[src/rtl/mem_stage.sv]
// Pipeline memory stage. It issues data-memory accesses for loads and stores
// coming from execute, and splits misaligned word and halfword accesses into
// two aligned word accesses. A split stalls upstream for one cycle and inserts
// one bubble. For a split load, the two read words are merged so that
// writeback's usual opcode/address extraction yields the correct value.
module mem_stage #(
   parameter int ADDR_W = 32
) (
   input  logic              clk,
   input  logic              rst,
   input  logic              halt,
   input  logic              bubble_in,
   input  logic [4:0]        opcode_in,
   input  logic [4:0]        tgt_in_1,
   input  logic [4:0]        tgt_in_2,
   input  logic              is_load_in,
   input  logic              is_store_in,
   input  logic [31:0]       alu_result_in_1,
   input  logic [31:0]       alu_result_in_2,
   input  logic [ADDR_W-1:0] addr_in,
   input  logic [31:0]       store_data_in,
   output logic              stall_out,
   output logic [ADDR_W-1:0] mem_addr,
   output logic              mem_ren,
   output logic [3:0]        mem_we,
   output logic [31:0]       mem_wdata,
   input  logic [31:0]       mem_rdata,
   output logic              bubble_out,
   output logic [4:0]        opcode_out,
   output logic [4:0]        tgt_out_1,
   output logic [4:0]        tgt_out_2,
   output logic              is_load_out,
   output logic              is_store_out,
   output logic [31:0]       alu_result_out_1,
   output logic [31:0]       alu_result_out_2,
   output logic [ADDR_W-1:0] addr_out,
   output logic [31:0]       mem_result_out
);

   typedef enum logic {IDLE, SPLIT2} state_t;

   state_t            state, state_nx;
   logic              split_flag;
   logic [31:0]       low_buf;

   logic [1:0]        off;
   logic [4:0]        lo_sh;        // 8*off
   logic [5:0]        hi_sh;        // 8*(4-off)
   logic [2:0]        hi_nib;       // 4-off
   logic              is_word, is_half;
   logic              mem_op, split;
   logic [ADDR_W-1:0] word_base;

   logic [1:0]        off_r;
   logic [4:0]        lo_sh_r;
   logic [5:0]        hi_sh_r;
   logic              half_r;

   assign off       = addr_in[1:0];
   assign lo_sh     = {off, 3'b000};
   assign hi_sh     = 6'd32 - {1'b0, lo_sh};
   assign hi_nib    = 3'd4 - {1'b0, off};
   assign is_word   = (opcode_in >= 5'd3) && (opcode_in <= 5'd5);
   assign is_half   = (opcode_in >= 5'd6) && (opcode_in <= 5'd8);
   assign mem_op    = !bubble_in && (is_load_in || is_store_in);
   assign split     = mem_op && ((is_word && off != 2'd0) || (is_half && off == 2'd3));
   assign word_base = {addr_in[ADDR_W-1:2], 2'b00};

   // State register; halt is folded into state_nx.
   always_ff @(posedge clk or posedge rst) begin
      if (rst) state <= IDLE;
      else     state <= state_nx;
   end

   // Next state, stall and memory strobes. A first access uses the
   // left-shifted enable mask, which for an unsplit op is also the right one,
   // so both IDLE cases share one expression.
   always_comb begin
      state_nx  = state;
      stall_out = 1'b0;
      mem_addr  = word_base;
      mem_ren   = 1'b0;
      mem_we    = 4'b0000;
      mem_wdata = 32'h0;
      case (state)
         IDLE: begin
            stall_out = split;
            if (split) state_nx = SPLIT2;
            if (mem_op) begin
               mem_ren = is_load_in;
               if (is_store_in) begin
                  mem_wdata = store_data_in << lo_sh;
                  if (is_word)      mem_we = 4'b1111 << off;
                  else if (is_half) mem_we = 4'b0011 << off;
                  else              mem_we = 4'b0001 << off;
               end
            end
         end
         SPLIT2: begin
            state_nx = IDLE;
            mem_addr = word_base + ADDR_W'(4);
            mem_ren  = is_load_in;
            if (is_store_in) begin
               if (is_word) begin
                  mem_we    = 4'b1111 >> hi_nib;
                  mem_wdata = store_data_in >> hi_sh;
               end else begin
                  mem_we    = 4'b0001;
                  mem_wdata = store_data_in >> 8;
               end
            end
         end
         default: state_nx = IDLE;
      endcase
      if (halt) begin
         state_nx = state;
         mem_ren  = 1'b0;
         mem_we   = 4'b0000;
      end
      if (rst) begin
         stall_out = 1'b0;
         mem_ren   = 1'b0;
         mem_we    = 4'b0000;
      end
   end

   // Pipeline registers to writeback; the first half of a split becomes a bubble.
   always_ff @(posedge clk or posedge rst) begin
      if (rst) begin
         bubble_out       <= 1'b1;
         opcode_out       <= '0;
         tgt_out_1        <= '0;
         tgt_out_2        <= '0;
         is_load_out      <= 1'b0;
         is_store_out     <= 1'b0;
         alu_result_out_1 <= '0;
         alu_result_out_2 <= '0;
         addr_out         <= '0;
         split_flag       <= 1'b0;
         low_buf          <= '0;
      end else if (!halt) begin
         opcode_out       <= opcode_in;
         is_load_out      <= is_load_in;
         is_store_out     <= is_store_in;
         alu_result_out_1 <= alu_result_in_1;
         alu_result_out_2 <= alu_result_in_2;
         addr_out         <= addr_in;
         if (state == IDLE && split) begin
            bubble_out <= 1'b1;
            tgt_out_1  <= '0;
            tgt_out_2  <= '0;
         end else begin
            bubble_out <= bubble_in;
            tgt_out_1  <= tgt_in_1;
            tgt_out_2  <= tgt_in_2;
            split_flag <= (state == SPLIT2);
         end
         if (state == SPLIT2) low_buf <= mem_rdata;
      end
   end

   assign off_r   = addr_out[1:0];
   assign lo_sh_r = {off_r, 3'b000};
   assign hi_sh_r = 6'd32 - {1'b0, lo_sh_r};
   assign half_r  = (opcode_out >= 5'd6) && (opcode_out <= 5'd8);

   // Load result: raw read word, or the two halves of a split merged so that
   // writeback's normal extraction picks out the right bytes.
   always_comb begin
      mem_result_out = mem_rdata;
      if (split_flag) begin
         if (half_r) mem_result_out = {mem_rdata[7:0], low_buf[31:24], 16'h0000};
         else        mem_result_out = (mem_rdata << hi_sh_r) | (low_buf >> lo_sh_r);
      end
   end

endmodule

[config.mk]
export PLATFORM = sky130hd
export DESIGN_NAME = mem_stage
export DESIGN_NICKNAME = d
export VERILOG_FILES = /design/src/rtl/mem_stage.sv
export SDC_FILE = /design/constraint.sdc
export NUM_CORES = 1
export LEC_CHECK = 0
export ABC_AREA = 1
export CORE_MARGIN = 3
export CORE_UTILIZATION = 41
export CTS_CLUSTER_SIZE = 12
export DETAILED_ROUTE_END_ITERATION = 10
export PLACE_DENSITY = 0.76
export SLEW_MARGIN = 20
export SYNTH_ARGS = -nofsm -noshare
export SYNTH_HDL_FRONTEND = slang
export SYNTH_SLANG_ARGS = --single-unit
[constraint.sdc]
create_clock -name clk -period 5.26 [get_ports clk]
set_input_delay 1.578 -clock clk [delete_from_list [all_inputs] [get_ports clk]]
set_output_delay 1.578 -clock clk [all_outputs]
set_load 0.02 [all_outputs]
# Word level (Yosys, flattened, before mapping)
# Cells that the tools add are included.
# W data, S select, Z words.
[word_totals]
input_bits = 181
output_inout_bits = 216
regBits = 148
elab_cells = 77
[op_classes]
add_sub_neg = 4
n_bitwise = 4
eq_ne = 1
reduce_logical = 14
n_mux = 28
n_lt_le_gt_ge = 6
shifts = 8
[ops]
columns = ["cell", "n"]
rows = [
  ["$mux W32", 7],
  ["$pmux W32 S2", 1],
  ["$add A32 B3 Y32 const B", 1],
  ["$mux W4", 8],
  ["$or A32 B32 Y32", 1],
  ["$shl A32 B5 Y32", 1],
  ["$shl A32 B6 Y32", 1],
  ["$shr A32 B5 Y32", 1],
  ["$shr A32 B6 Y32", 1],
  ["$sub A6 B5 Y6 const A", 2],
  ["$ge A5 B3 Y1 const B", 2],
  ["$le A5 B4 Y1 const B", 2],
  ["$mux W5", 2],
  ["$logic_and A1 B1 Y1", 8],
  ["$pmux W4 S2", 1],
  ["$mux W1", 7],
  ["$ge A5 B2 Y1 const B", 1],
  ["$le A5 B3 Y1 const B", 1],
  ["$pmux W1 S2", 2],
  ["$reduce_and A2 Y1", 2],
  ["$shl A1 B2 Y4 const A", 1],
  ["$shl A2 B2 Y4 const A", 1],
  ["$shl A4 B2 Y4 const A", 1],
  ["$shr A4 B3 Y4 const A", 1],
  ["6 further kinds", 9],
]

# Logic depth before layout (Yosys ltp)
# Gate-level depths: netlist of run 1.
[depth]
ltp_word = 9
depth_mapped = 12
depth_no_buf = 10

# Worst setup path before layout of run 1
# OpenSTA, ideal clock, no wires.
[synth_timing]
path_kind = "input-to-output"
from = "input addr_in[1]"
to = "output mem_wdata[30]"
n_path_buf = 2
arrival_ns = 3.278
required_time_ns = 3.682
setup_slack_ns = 0.404
path_stages = 7
path_cell_list = "clkinv_1 > buf_2 > ha_1 > clkbuf_1 > nor3_1 > nand3_1 > o21ai_0"
[synth_via]
elab_chain_cells = 5
elab_cells_between_ends = 8
classes_between = "add/sub: 1; shift: 2; mux: 5"
[synth_rtl]
columns = ["item", "line_no", "source"]
rows = [
  ["start, declared", "20", "input logic [ADDR_W-1:0] addr_in,"],
  ["$sub A6 B5 Y6", "61", "assign hi_sh = 6'd32 - {1'b0, lo_sh};"],
  ["$shr A32 B6 Y32", "106", "mem_wdata = store_data_in >> hi_sh;"],
  ["$mux W32", "104", "if (is_word) begin"],
  ["$mux W32", "103", "if (is_store_in) begin"],
  ["$pmux W32 S2 *", "85", "case (state)"],
  ["end, declared", "26", "output logic [31:0] mem_wdata,"],
]
# Every way passes the cells marked *; elsewhere a longest branch is shown, timed or not.

# Worst setup path in the final report of run 1
[layout_timing]
from = "input addr_in[1]"
to = "output mem_we[2]"
[layout_via]
elab_chain_cells = 8
elab_cells_between_ends = 14
classes_between = "add/sub: 1; shift: 4; mux: 9"
[layout_rtl]
columns = ["item", "line_no", "source"]
rows = [
  ["parallel branches: the longest is 5 deep, another holds $sub A3 B2 Y3", "-", ""],
  ["$pmux W4 S2 *", "85", ""],
  ["$mux W4 *", "115", "if (halt) begin"],
  ["$mux W4 *", "120", "if (rst) begin"],
  ["end, declared", "25", "output logic [3:0] mem_we,"],
]
# Mark *: on every way between the ends.

==> impl_metrics.ini, run 1 <==
[timing]
slew_viol_final = 0
timing.setup.tns_ns = 0
finalCritPeriodShare_pct = 99.7
setup_viol = 0
rsz0062_at_grt = yes
clock.fmax_mhz = 191
fin_skew_ns = 0.0122
worstMarginPinSlew_ns = 1.01
holdWs_ns = 0.469
period_needed_ns = 5.24
timing_hold_violations_final = 0
slew_headroom_pct = 32.7

[cts]
worstSkewPairLatency_ns = 0.43
cts_root_buf = clkbuf_16
clk_pin_slew_worst_paths_ns = 0.07
cts_buffers = 17
clockBufferDepth = 2
cts_tree = yes
postCtsSetupBuffers = 0
h-tree-depth = 4
cts.sinks = 148

[place]
place_inst = 2384
dpl_cell_area_sq_um = 15100
hpwlAfterDp_mm = 35.1
port_buffers = 394
gp_congestion = 1.04

[final_layout]
finalNetCount = 2266
fill_cells = 2290
utilization_pct = 63.9
stdcell_count = 2422
finalInstanceArea_sq_um = 15700
final_common_cell = nand2_1
drive_gt1_share_pct = 9.71
syn2layout_area_growth_pct = 52.2
mostFrequentLayoutCells = nand2_1, clkdlybuf4s50_1, nand3_1, dfrtp_1, o21ai_0

[power]
power.leakage_nw = 7.88
ir_drop_uv = 166
p_per_area_nw_per_um2 = 263

[route]
drt_iter0_drc = 1191
antenna_left = 0
post_drt_via_cell_ratio = 5.28
vias = 12800
drc_errors = 0
drt-pass1-iter-count = 8
drt_wl_total_mm = 46.1
wl_per_cell_um = 19.0

[yosys]
synth-edff-count = 0
ys.flop_type = dfrtp_1
netlist_area_sq_um = 10300
async_flop_share_pct = 100
ys_seq_area_share_pct = 36.0
synth.avg_cell_area_sq_um = 6.25
syn_inst = 1648
yosysUniqueCellTypes = 33
ys_seq_elements = 148
yosysWarnings = 0

[floorplanning]
fp.dieW_um = 165
initial_core_util_pct = 42.0
die_h_um = 165
die-area_sq_um = 27100
std_cell_rows = 57
boundaryPins = 397
coreArea_sq_um = 24500

[worst_setup_path]
crit_path_start = addr_in[1]
cp_max_fo = 22
worst_path_max_delay_cell = clkdlybuf4s50_1
r2r_cells = 7
start_kind = primary input
crit_chain = clkdlybuf4s50_1 -> buf_4 -> ha_1 -> nand2_1 -> nand2_1 -> nand2_1 -> a21oi_1 -> buf_4 -> clkdlybuf4s50_1
cp_num_cells = 9
critPathKind = in -> out
crit_buf_inv = 4
end_kind = output pin
rr_startpoint = state$_DFFE_PP0N_
cpPeakStageDelay_ns = 0.60
cpMostUsedCell = nand2_1
rrSetupSlack_ns = 3.65
cp.required_ns = 3.68
crit_path_end = mem_we[2]
cp.arrival_ns = 3.66
critPathTopFamily = buffers and inverters
r2r_end = bubble_out$_DFFE_PP1N_

[run]
max-cap-violations = 0

[global_route]
grt_usage_pct = 33.8
grt_pass1_wl_mm = 70.4
overflow = 0
grt_antenna_before_repair = 5
grt_pass1_vias = 12500
grt_max_degree = 97

[min_path]
hold_class = reg -> reg
hp-start = bubble_out$_DFFE_PP1N_

[status]
status = completed
## layer usage
layer	GRT usage, %	share of wire, %	vias up
met5	0	0	-
met3	9.68	9.6	141
met2	57.0	48	636
met1	39.2	37	5907
li1	-	-	6096
met4	17.2	5.8	0
## how the worst min path moves through the flow
stage / depth (start not counted) / endpoint
CTS: 2 / bubble_out$_DFFE_PP1N_
floorplan: 2 / low_buf[10]$_DFFE_PP0P_
detailed placement: 2 / bubble_out$_DFFE_PP1N_
finish: 2 / bubble_out$_DFFE_PP1N_
global route: 2 / alu_result_out_1[14]$_DFFE_PP0N_
global placement: 2 / bubble_out$_DFFE_PP1N_
## report_power, final
group,leakage [nW],switching (mW),internal (mW)
registers,1.82,0.108,1.30
logic,5.77,0.827,0.596
clock network,0.291,0.572,0.716
## timing repair
item / in CTS / in global routing
resized for setup: 45 / 51
pin swaps: 0 / 0
hold buffers: 0 / 0
setup endpoints to repair: 43 / 36
## synth_stat cells (5+ instances only)
cell	count	area (sq um)
clkbuf_1	45	169
o21ai_0	145	726
nor3_1	14	70.1
xor2_1	15	131
inv_1	112	420
buf_2	38	190
ha_1	6	75.1
dfrtp_1	147	3680
nor2_2	7	43.8
nor2_1	102	383
nand3_1	160	801
clkinv_1	5	18.8
buf_1	6	22.5
nand2_1	718	2700
nor2_4	5	56.3
a21oi_1	48	240
o22ai_1	8	50.1
o211ai_1	25	188
inv_2	6	22.5
buf_4	7	52.6
nand2_2	7	43.8
nand4_1	7	43.8
## cell type report
cell class | instances | area, sq um | area share (%)
diodes | 7 | 17.5 | 0.112
clock buffers | 17 | 425 | 2.71
clock inverters | 14 | 168 | 1.07
inverters | 123 | 465 | 2.97
multi-input cells | 1280 | 5690 | 36.3
flip-flops and latches | 148 | 3710 | 23.6
well taps | 324 | 405 | 2.59
repair buffers | 509 | 4790 | 30.6
## stage by stage
stage | setup WS, ns | total power, mW
after global routing | -0.114 | 4.34
after global placement | -0.287 | 2.83
after CTS | 0.000378 | 4.13
after detailed placement | -0.307 | 2.84
final | 0.0171 | 4.12
after floorplan | 0.404 | 2.15
## kinds of logic after synthesis
logic type / after synthesis / synth area share, %
compound gates: 230 / 12.1
xor+xnor: 15 / 1.28
fa+ha+maj: 6 / 0.729
buf+inv: 221 / 8.92
flops: 148 / 36.0
other cells: 1 / 0.0364
simple gates: 1027 / 41.0
## state kept, by name, indices dropped and copies added (netlist names), 5 cells and up
signal            flops
tgt_out_2             5
tgt_out_1             5
alu_result_out_2     32
alu_result_out_1     32
addr_out             32
opcode_out            5
low_buf              32
## worst reg2reg max path, stage by stage, from the launching register on
cell and delay [ns]:
dfrtp_1 0.40, buf_4 0.38, nor2_1 0.13, nand2_2 0.10, buf_4 0.22, nand2_1 0.15, nand2_1 0.09, nand2_1 0.07
Note: power is estimated with default switching activity, not from simulation.
==> inputs of run 2 (changes only) <==
--- a/config.mk
+++ b/config.mk
@@ -8,6 +8,7 @@
 export ABC_AREA = 1
 export CORE_MARGIN = 3
 export CORE_UTILIZATION = 41
+export CTS_CLUSTER_DIAMETER = 200
 export CTS_CLUSTER_SIZE = 12
 export DETAILED_ROUTE_END_ITERATION = 10
 export PLACE_DENSITY = 0.76
==> results of run 2 <==
The final DEF is identical to that of run 1; final timing and power are the same.
==> inputs of run 3 (changes only) <==
--- a/config.mk
+++ b/config.mk
@@ -6,6 +6,7 @@
 export NUM_CORES = 1
 export LEC_CHECK = 0
 export ABC_AREA = 1
+export ABC_CLOCK_PERIOD_IN_PS = 5260
 export CORE_MARGIN = 3
 export CORE_UTILIZATION = 41
 export CTS_CLUSTER_DIAMETER = 200
==> results of run 3 <==
The final DEF is identical to that of run 1; final timing and power are the same.
